===== src/rtl/alu_operand_stage.sv =====
// Decode-to-execute register that feeds ALU operands and forwards from EX/MEM/WB; one-cycle latency.
// Backpressure: in_ready drops on a hazard stall, on flush, or while the held instruction is not consumed.
module alu_operand_stage #(
    parameter int XLEN = 32,
    parameter int OPW  = 4,
    parameter int REGW = 5
) (
    input  logic            clk,
    input  logic            rst_n,
    input  logic            flush,
    input  logic            in_valid,
    output logic            in_ready,
    input  logic [XLEN-1:0] in_pc,
    input  logic [REGW-1:0] in_rs1,
    input  logic [REGW-1:0] in_rs2,
    input  logic            in_use_rs1,
    input  logic            in_use_rs2,
    input  logic [XLEN-1:0] in_rs1_data,
    input  logic [XLEN-1:0] in_rs2_data,
    input  logic [XLEN-1:0] in_imm,
    input  logic            in_use_imm,
    input  logic            in_use_pc,
    input  logic [OPW-1:0]  in_op,
    input  logic            in_is_cond,
    input  logic [REGW-1:0] in_rd,
    input  logic            in_rd_we,
    input  logic            in_is_load,
    input  logic [XLEN-1:0] alu_result,
    input  logic [REGW-1:0] mem_rd,
    input  logic            mem_we,
    input  logic            mem_data_ok,
    input  logic [XLEN-1:0] mem_data,
    input  logic [REGW-1:0] wb_rd,
    input  logic            wb_we,
    input  logic [XLEN-1:0] wb_data,
    output logic            out_valid,
    input  logic            out_ready,
    output logic [XLEN-1:0] out_op1,
    output logic [XLEN-1:0] out_op2,
    output logic [OPW-1:0]  out_op,
    output logic            out_is_cond,
    output logic [REGW-1:0] out_rd,
    output logic            out_rd_we,
    output logic            out_is_load,
    output logic [XLEN-1:0] out_pc
);

    typedef struct packed {
        logic [XLEN-1:0] op1;
        logic [XLEN-1:0] op2;
        logic [XLEN-1:0] pc;
        logic [OPW-1:0]  op;
        logic            is_cond;
        logic [REGW-1:0] rd;
        logic            rd_we;
        logic            is_load;
    } exe_t;

    exe_t            held;
    exe_t            nxt;
    logic [XLEN:0]   res1;
    logic [XLEN:0]   res2;
    logic            stall;
    logic            accept;
    logic            out_fire;

    // Returns {stall, value}. The EX-stage result is the ALU output of the
    // instruction we are holding, so it is usable even while it fires.
    function automatic logic [XLEN:0] resolve(input logic            use_s,
                                              input logic [REGW-1:0] s,
                                              input logic [XLEN-1:0] rf);
        logic [XLEN:0] r;
        r = {1'b0, rf};
        if (use_s && (s != '0)) begin
            if (out_valid && held.rd_we && (held.rd == s))
                r = held.is_load ? {1'b1, rf} : {1'b0, alu_result};
            else if (mem_we && (mem_rd == s))
                r = mem_data_ok ? {1'b0, mem_data} : {1'b1, rf};
            else if (wb_we && (wb_rd == s))
                r = {1'b0, wb_data};
        end
        return r;
    endfunction

    always_comb begin
        res1        = resolve(in_use_rs1, in_rs1, in_rs1_data);
        res2        = resolve(in_use_rs2, in_rs2, in_rs2_data);
        stall       = in_valid & (res1[XLEN] | res2[XLEN]);
        nxt         = '0;
        nxt.op1     = in_use_pc  ? in_pc  : res1[XLEN-1:0];
        nxt.op2     = in_use_imm ? in_imm : res2[XLEN-1:0];
        nxt.pc      = in_pc;
        nxt.op      = in_op;
        nxt.is_cond = in_is_cond;
        nxt.rd      = in_rd;
        nxt.rd_we   = in_rd_we;
        nxt.is_load = in_is_load;
    end

    assign in_ready = rst_n & ~flush & ~stall & (~out_valid | out_ready);
    assign accept   = in_valid & in_ready;
    assign out_fire = out_valid & out_ready;

    always_ff @(posedge clk or negedge rst_n) begin
        if (!rst_n) begin
            out_valid <= 1'b0;
            held      <= '0;
        end else if (flush) begin
            out_valid <= 1'b0;
        end else if (accept) begin
            out_valid <= 1'b1;
            held      <= nxt;
        end else if (out_fire) begin
            out_valid <= 1'b0;
        end
    end

    assign out_op1     = held.op1;
    assign out_op2     = held.op2;
    assign out_op      = held.op;
    assign out_is_cond = held.is_cond;
    assign out_rd      = held.rd;
    assign out_rd_we   = held.rd_we;
    assign out_is_load = held.is_load;
    assign out_pc      = held.pc;

endmodule


===== config.mk =====
export PLATFORM = sky130hd
export DESIGN_NAME = alu_operand_stage
export DESIGN_NICKNAME = d
export VERILOG_FILES = /design/src/rtl/alu_operand_stage.sv
export SDC_FILE = /design/constraint.sdc
export NUM_CORES = 1
export LEC_CHECK = 0
export ABC_AREA = 0
export CELL_PAD_IN_SITES_DETAIL_PLACEMENT = 1
export CELL_PAD_IN_SITES_GLOBAL_PLACEMENT = 1
export CORE_MARGIN = 5
export CORE_UTILIZATION = 31
export DETAILED_ROUTE_END_ITERATION = 7
export GPL_TIMING_DRIVEN = 0
export PLACE_DENSITY_LB_ADDON = 0.1
export SLEW_MARGIN = 0
export SYNTH_ARGS = -nofsm -noshare
export SYNTH_HDL_FRONTEND = slang
export SYNTH_SLANG_ARGS = --single-unit

===== constraint.sdc =====
create_clock -name clk -period 2.6 [get_ports clk]
set_input_delay 0.52 -clock clk [delete_from_list [all_inputs] [get_ports clk]]
set_output_delay 0.52 -clock clk [all_outputs]
set_load 0.02 [all_outputs]

==> results.md <==
- Status: complete, no violations
- PortBufs: 373
- Synthesized Nets: 1106
- Count leader, synth: dfrtp_1
- Max Freq: 389.2 MHz
- Antenna violations before repair: 6
- PwrDens: 519.7 nW/µm²
- Clock skew: 0.01412 ns
- Detailed Place HPWL: 32.57 mm
- Ys async rst share: 100.0%
- H-tree depth: 3
- Worst setup path class: input pin to flip-flop
- Clk buf depth: 2
- Total GRT Usage: 27.66%
- Number of max-slew violations in the final report: 0
- Setup ws final: 0.03068 ns
- Yosys top cell by area: dfrtp_1
- Fillcell total: 2939
- Logic gate share of total power: 44.7%
- Max_slew headroom: 39.89%
- Final min period: 2.569 ns
- Initial DRC count: 611
- Largest cells by area after synthesis: dfrtp_1 34%, mux2_2 9.6%, o41ai_2 6.7%, o22ai_1 4.8%, mux2i_1 4.1%
- CTS tree: yes
- Post-detailed-route count of antenna-violating nets: 0
- Clk slew on worst S/H paths: 0.09 ns
- WL per Instance: 26.83 µm
- Via count: 8999
- Register area share after synthesis: 33.85%
- Pre-antenna DRT Iters: 6
- Pin count of the biggest net entering global routing: 78
- GRT met1 Usage: 34.56%
- Worst slew pin tran: 0.9016 ns
- Post-synthesis cell count: 838
- Synth cell types: 46
- Synth warn: 0
- CTS Buf Count: 9
- Sequential fraction of design power: 33.9%
- CP endpoint kind: flip-flop
- Drc violations: 0
- IR drop worst, VDD: 271.0 µV
- Max_cap viols: 0
- Crit Path Max Fanout: 10
- Starting density of the core: 31.19%
- Area of the core: 25840 µm²
- GRT met2 Usage: 46.10%
- Congestion Overflow GR: 0
- CP required: 2.86 ns
- Synth Register Bits: 109
- DIE HEIGHT: 171.2 µm
- FP Rows: 59
- CTS root buf: clkbuf_16
- GRT Max-Usage Layer: met2
- Reg-to-reg startpoint: out_rd[2]$_DFFE_PN0P_
- Lkg Pwr: 4.986 nW
- Startpoint Class: input pin
- GPL Wtd Cong: 0.8471
- Sw Share: 36.97%
- Psw: 2.475 mW
- Layout Nets: 1496
- Mapped cell area: 8058 µm²
- # IOs: 378
- GR Layer Usage met3: 7.240%
- Setup Viol. Count Final: 0
- Clk pwr share: 21.4%
- Vias per cell: 5.721
- Area Overhead vs Synth: 59.89%
- Tcrit/Tclk final: 98.82%
- Drt total wl: 42.20 mm
- Worst hold margin: 0.01752 ns
- Crit path launch: wb_rd[0]
- Die area: 29320 µm²
- Cell chain of the critical path: clkdlybuf4s50_1 > xor2_1 > nor4_2 > and3_1 > clkbuf_8 > buf_6 > mux2_2 > a221oi_2 > o41ai_2
- First-pass GRT wire length: 61.07 mm
- Share of cells above drive strength 1: 21.01%
- Top cells by count, synth: 109 x dfrtp_1, 73 x nand2_1, 71 x nor2_1, 69 x mux2_2, 62 x o22ai_1
- Total power: 6.696 mW
- HP Class: input pin to asynchronous set/reset pin
- Clock latency on the worst-skew pair: 0.38 ns
- Most used DFF post-synth: dfrtp_1
- Arr. time, crit path: 2.83 ns
- Pint: 4.221 mW
- Yosys top cell area share: 33.85%
- CP delay by family, top: buffers and inverters
- CP max-delay cell: clkdlybuf4s50_1
- EDFF count, synth: 0
- Placement Setup Slack: -1.197 ns
- Final hold vios: 0
- Die width: 171.2 µm
- Sinks on Clock Net: 109
- Vias in the first global route: 9706
- CP peak stage delay: 0.46 ns
- Avg Cell Area, Syn: 9.615 µm²
- CP Buf/Inv Count: 3
==> placed cells by master, fill, tap and decap left out, drive strengths merged, types with 14 or more instances in the layout <==
master,synthesis,layout
clkdlybuf4s50,0,359
dfrtp,109,109
mux2,76,76
nand2,73,73
nor2,71,71
clkbuf,55,68
o22ai,62,62
buf,27,41
o21ai,38,38
mux2i,33,33
o41ai,33,33
o221ai,32,32
o31ai,32,32
a221oi,32,32
o22a,31,31
or2,31,31
a2bb2oi,31,31
xnor2,16,16
xor2,14,14
==> through the flow <==
stage	cells	cell area, µm²	TNS, ns	util (%)
floorplan	838	8058	0	-
CTS	1567	12740	-0.07951	49.33
global placement	1546	12210	-917.29	47.26
detailed placement	1547	12240	-84.84	47.37
global route	1572	12880	-0.007189	49.85
finish	1573	12880	0	49.86
==> state kept, by name (all words and copies together), names as in the netlist <==
signal and count:
out_op 4, out_pc 32, out_is_cond 1, out_valid 1, out_rd_we 1, out_op1 32, out_rd 5, out_op2 32
out_is_load 1
==> power groups by stage <==
stage,Sequential (mW),Combinational (mW),Clock [mW]
5_1_grt,2.31,3.17,1.52
6_report,2.27,2.99,1.44
4_1_cts,2.25,2.99,1.46
2_1_floorplan,2.69,0.918,0
3_5_place_dp,2.28,2.94,0
3_3_place_gp,2.27,2.91,0
==> timing repair <==
item                                    CTS  global route
hold buffers                              0             0
resized for setup                        74            67
cloned                                    0             0
buffers inserted                          4             2
endpoints found under the setup margin  110            66
pin swaps                                 8            10
==> routing by layer <==
metal,wire (µm),vias up,share of wire [%]
met5,19,-,0.045
met4,1294,4,3.1
met3,3172,71,7.5
met2,20310,342,48
met1,17400,4519,41
li1,-,4063,-
==> area by class of cell <==
type	count	area [µm²]	area share (%)
Clock inverter	5	45.04	0.3496
Antenna cell	5	12.51	0.09712
Inverter	4	15.01	0.1165
Buffer	81	470.5	3.652
Tap cell	335	419.2	3.253
Clock buffer	11	232.7	1.806
Timing Repair Buffer	380	3764	29.21
Sequential cell	109	2730	21.19
Multi-Input combinational cell	643	5195	40.32
==> kinds of logic after synthesis <==
kind of cell / count (synthesis) / share of synthesized area, %
compound gates: 302 / 31.66
mux: 109 / 14.72
simple gates: 202 / 11.35
flops: 109 / 33.85
buf+inv: 86 / 5.155
xor+xnor: 30 / 3.261
==> worst register-to-register path, delay by kind of cell (launching register included) <==
| family | cells | cell delay [ns] |
|---|---|---|
| xor gates and xnor gates | 1 | 0.16 |
| and+or+nand+nor | 1 | 0.24 |
| buffers and inverters | 1 | 0.45 |
| DFF | 1 | 0.47 |
| AOI/OAI and AO/OA | 4 | 1.08 |
==> path summary, 6_finish.rpt <==
path	slack [ns]	endpoint	depth (start not counted)
worst max register to register	0.08	out_op1[13]$_DFFE_PN0P_	7
max in group asynchronous	1.81	out_pc[26]$_DFFE_PN0P_	2
worst min register to register	0.48	out_op2[17]$_DFFE_PN0P_	2
worst min-delay path	0.02	out_op[2]$_DFFE_PN0P_	1
min in group clk	0.48	out_op2[17]$_DFFE_PN0P_	2
worst max-delay path	0.03	out_op1[13]$_DFFE_PN0P_	9
Power figures use the tool's default switching activity.
